## src/rtl/rot_pkg.sv

```systemverilog
// Shared types and helpers for the sequential left rotator.
package rot_pkg;

  localparam int WIDTH_DEF = 8;

  typedef enum logic [1:0] {
    IDLE  = 2'd0,
    SHIFT = 2'd1,
    HOLD  = 2'd2
  } state_t;

  function automatic logic [WIDTH_DEF-1:0] rotl1(
    input logic [WIDTH_DEF-1:0] x
  );
    return {x[WIDTH_DEF-2:0], x[WIDTH_DEF-1]};
  endfunction

endpackage

```

## src/rtl/rot_step_left.sv

```systemverilog
// One-bit combinational left rotate.
module rot_step_left #(
  parameter int WIDTH = 8
) (
  input  logic [WIDTH-1:0] x,
  output logic [WIDTH-1:0] y
);

  assign y = {x[WIDTH-2:0], x[WIDTH-1]};

endmodule

```

## src/rtl/rot_left_seq.sv

```systemverilog
// Multi-cycle left rotator: one bit per clock,
// valid/ready on both sides, no overlap.
module rot_left_seq
  import rot_pkg::*;
#(
  parameter  int WIDTH = WIDTH_DEF,
  localparam int AMTW  = $clog2(WIDTH)
) (
  input  logic             clk,
  input  logic             rst,
  input  logic             in_valid,
  output logic             in_ready,
  input  logic [WIDTH-1:0] in_data,
  input  logic [AMTW-1:0]  in_amt,
  output logic             out_valid,
  input  logic             out_ready,
  output logic [WIDTH-1:0] out_data,
  output logic             busy
);

  state_t           state;
  state_t           state_nxt;
  logic [WIDTH-1:0] data_reg;
  logic [WIDTH-1:0] data_nxt;
  logic [WIDTH-1:0] step;
  logic [AMTW-1:0]  count;
  logic [AMTW-1:0]  count_nxt;

  rot_step_left #(
    .WIDTH (WIDTH)
  ) u_step (
    .x (data_reg),
    .y (step)
  );

  always_comb begin
    state_nxt = state;
    data_nxt  = data_reg;
    count_nxt = count;
    unique case (state)
      IDLE: begin
        if (in_valid) begin
          data_nxt  = in_data;
          count_nxt = in_amt;
          state_nxt = (in_amt == '0) ? HOLD : SHIFT;
        end
      end
      SHIFT: begin
        data_nxt  = step;
        count_nxt = count - 1'b1;
        if (count == AMTW'(1))
          state_nxt = HOLD;
      end
      HOLD: begin
        if (out_ready)
          state_nxt = IDLE;
      end
      default: state_nxt = IDLE;
    endcase
  end

  always_ff @(posedge clk) begin
    if (rst) begin
      state    <= IDLE;
      data_reg <= '0;
      count    <= '0;
    end else begin
      state    <= state_nxt;
      data_reg <= data_nxt;
      count    <= count_nxt;
    end
  end

  // All handshake outputs decode registered state only.
  assign in_ready  = (state == IDLE);
  assign out_valid = (state == HOLD);
  assign busy      = (state != IDLE);
  assign out_data  = data_reg;

endmodule

```

## config.mk

```make
export PLATFORM = sky130hd
export DESIGN_NAME = rot_left_seq
export DESIGN_NICKNAME = d
export VERILOG_FILES = /design/src/rtl/rot_pkg.sv /design/src/rtl/rot_step_left.sv /design/src/rtl/rot_left_seq.sv
export SDC_FILE = /design/constraint.sdc
export NUM_CORES = 1
export LEC_CHECK = 0
export BUFFER_PORTS_ARGS = -buffer_cell sky130_fd_sc_hd__buf_2
export CELL_PAD_IN_SITES_DETAIL_PLACEMENT = 0
export CELL_PAD_IN_SITES_GLOBAL_PLACEMENT = 1
export CORE_MARGIN = 5
export CORE_UTILIZATION = 36
export CTS_BUF_LIST = sky130_fd_sc_hd__clkbuf_2 sky130_fd_sc_hd__clkbuf_4 sky130_fd_sc_hd__clkbuf_8
export DETAILED_ROUTE_END_ITERATION = 12
export PLACE_DENSITY_LB_ADDON = 0.1
export SYNTH_ARGS = -nofsm -noshare
export SYNTH_HDL_FRONTEND = slang
export SYNTH_SLANG_ARGS = --single-unit
```

## constraint.sdc

```tcl
create_clock -name clk -period 1.4 [get_ports clk]
set_input_delay 0.14 -clock clk [delete_from_list [all_inputs] [get_ports clk]]
set_output_delay 0.14 -clock clk [all_outputs]
set_load 0.05 [all_outputs]
```

==> metrics.txt <==
WP data required=1.26 ns; Final Wtd Congestion=0.648; ranking of synthesized cells by area=dfxtp_1 37%, mux2i_1 13%, a21oi_1 8.5%; Core ar.=1920 um2; Hold WC Path Type=in2reg; H-Tree Depth=1; CTS Root Cell=clkbuf_4; final period utilization=0.956; Distinct cells, synth=27; vias per cell=4.48; LEAKAGE=0.426 nW; warning count from the yosys run=0; Post-Syn Nets=93; worst rel slew slack=0.781; chip width=54.4 um; CTS tree=done; initial antenna violation count=0; die height=54.4 um; final worst path period need=1.34 ns; dpl ws=0.167 ns; share of synthesized registers carrying an async set or reset=0; DP Area=817 um2; most frequent cell after synthesis=dfxtp_1; Fill cells=219; status=complete, no violations; Max Freq=747 MHz; I/O pin total=26; worst hold path depth=2; Hold Vio Cnt, Final=0; worst IR drop on VDD=0.000588 V; r2r setup slk=0.17 ns; RR Endpoint=count[1]; startpoint types=register; Mapped Cells=76; setup ws final=0.0610 ns; sequential area share after synthesis=0.366; Final setup violation count=0; DRC=0; Pwr Density=1250 nW/um2; area leader, netlist=dfxtp_1; fin area=851 um2; Synth Flop Type=dfxtp_1; flops & latches, synth=13; worst hold start=rst; P&R area growth vs syn=19.7%; total grt overflow=0; reg2reg start=state[0]; RSZ-0062 raised after global routing=false; Pins Over Slew Limit=0; max incr delay on CP=0.49 ns; slowest cell on the critical path=dfxtp_1; mapped cell area=711 um2; fin cells=127; Final Util=0.443; # port buffers=25; Antenna Violating Nets Remaining=0; Worst Tran Pin Value=0.329 ns; Arr. time, crit path=1.20 ns; HPWL Detailed=1120 um; number of setup buffers added after CTS=0; Bufs on Longest Clock Path=2; final clock skew=0.00107 ns; Worst-Skew Late Latency=0.27 ns; crit-path cells=buf_4 -> nor2b_2 -> buf_4; largest net degree at the start of global routing=19; Antenna Cells=0; dpl cells=123; total CTS buffers=3; DR vias=569; CTS sink cnt=13; first-pass GRT wire length=2370 um; Yosys top cell area share=0.366; gr usage total=0.113; Row Count=16; Worst-path clk slew=0.07 ns; Top cell by count, worst path=buf_4; Post-Syn Area per Cell=9.35 um2; share of layout cells above drive strength 1=0.380; Starting Density=0.370; critical path capture point type=output port; worst hold slack=0.0595 ns; max-cap viol count=0; Critical Path Fanout Max=8; WHS Endpoint=state[1]; drt wl/cell=11.2 um; Commonest cells post-synth=13 x dfxtp_1, 12 x a21oi_1, 9 x mux2i_1, 8 x o21ai_0, 6 x inv_1; final wirelength=1420 um; die area=2960 um2; EDFF count, synth=0; initial detailed-routing violation count=4; type of the worst setup path=reg2out; worst reg2reg path depth=3; drt pass-1 iters=5; vias in the first global route=554; nets@finish=118
-- layout by cell type, fill, tap and decap left out --
cell type | synthesis | routed
a31oi_1 | 1 | 1
nor2_1 | 2 | 1
o21ba_2 | 1 | 1
nand2b_1 | 1 | 1
or3b_1 | 1 | 1
a2bb2oi_1 | 1 | 1
buf_2 | 0 | 24
nor3b_1 | 1 | 1
dfxtp_1 | 13 | 12
nor3_1 | 1 | 1
o221a_2 | 1 | 1
dfxtp_2 | 0 | 1
o21a_1 | 1 | 1
inv_1 | 6 | 6
clkbuf_4 | 0 | 4
o21ai_2 | 1 | 1
nor2_2 | 0 | 1
nand2b_4 | 1 | 1
o21ai_0 | 8 | 8
nand2_1 | 2 | 2
o21ai_1 | 1 | 1
a21oi_1 | 12 | 12
nand3_1 | 1 | 1
nor2b_2 | 0 | 1
a211oi_2 | 1 | 1
mux2i_1 | 9 | 9
o311a_1 | 1 | 1
ha_1 | 2 | 2
buf_4 | 0 | 2
-- worst max-delay path by stage --
stage / startpoint / end / slack (ns) / cells past startpoint
floorplan: state[0] / busy / -0.01 / 3
global placement: state[0] / out_data[6] / 0.16 / 4
detailed placement: state[1] / out_data[6] / 0.17 / 3
CTS: state[0] / out_valid / 0.05 / 3
global route: state[0] / out_valid / 0.004 / 3
finish: state[0] / out_valid / 0.06 / 3
-- per-layer routing --
layer	GRT usage	up-vias	wire, um
met4	0.0747	0	15
met5	0	-	0
met3	0.0245	2	88
li1	-	316	-
met2	0.165	15	638
met1	0.149	236	681
-- repair_timing --
| action | CTS | global route |
|---|---|---|
| hold buffers | 0 | 0 |
| gates resized for setup | 2 | 0 |
| setup endpoints to repair | 1 | 0 |
-- state kept, by name (all words and copies together) (netlist names) --
signal,count
count,3
out_data,8
state,2
-- kinds of logic (layout without fill, tap and decap cells) --
kind of cell / after synthesis / count (layout) / synth area share
AO/OA/AOI/OAI: 29 / 29 / 0.254
adder cells (fa/ha/maj): 2 / 2 / 0.0352
buffers and inverters: 12 / 36 / 0.123
flip-flops: 13 / 13 / 0.366
multiplexers: 9 / 9 / 0.127
AND/OR/NAND/NOR: 11 / 11 / 0.0951
-- worst max-delay path, delay by kind of cell (launching register included) --
kind | cells | cell delay, ns
buf+inv | 2 | 0.39
flops | 1 | 0.49
simple gates | 1 | 0.05
-- per-stage QoR --
step | total power [W] | setup TNS [ns]
2_1_floorplan | 0.000770 | -0.0121
3_3_place_gp | 0.000834 | 0
3_5_place_dp | 0.000831 | 0
4_1_cts | 0.00108 | 0
5_1_grt | 0.00114 | 0
6_report | 0.00106 | 0
-- area by class of cell --
type,count,area (um2),share of cell area
sequential,13,262,0.307
timing repair buffer,26,135,0.159
clock buffer,4,30.0,0.0353
multi-input combinational,51,368,0.432
inverter,6,22.5,0.0265
tap,27,33.8,0.0397
-- report_power, final --
group	leakage [nW]	internal (W)	switching (W)	total, W
clock network	0.0184	0.000130	0.000114	0.000243
registers	0.108	0.000414	0.0000365	0.000451
logic	0.300	0.000124	0.000243	0.000367
total	0.426	0.000668	0.000393	0.00106
Power figures use the tool's default switching activity.
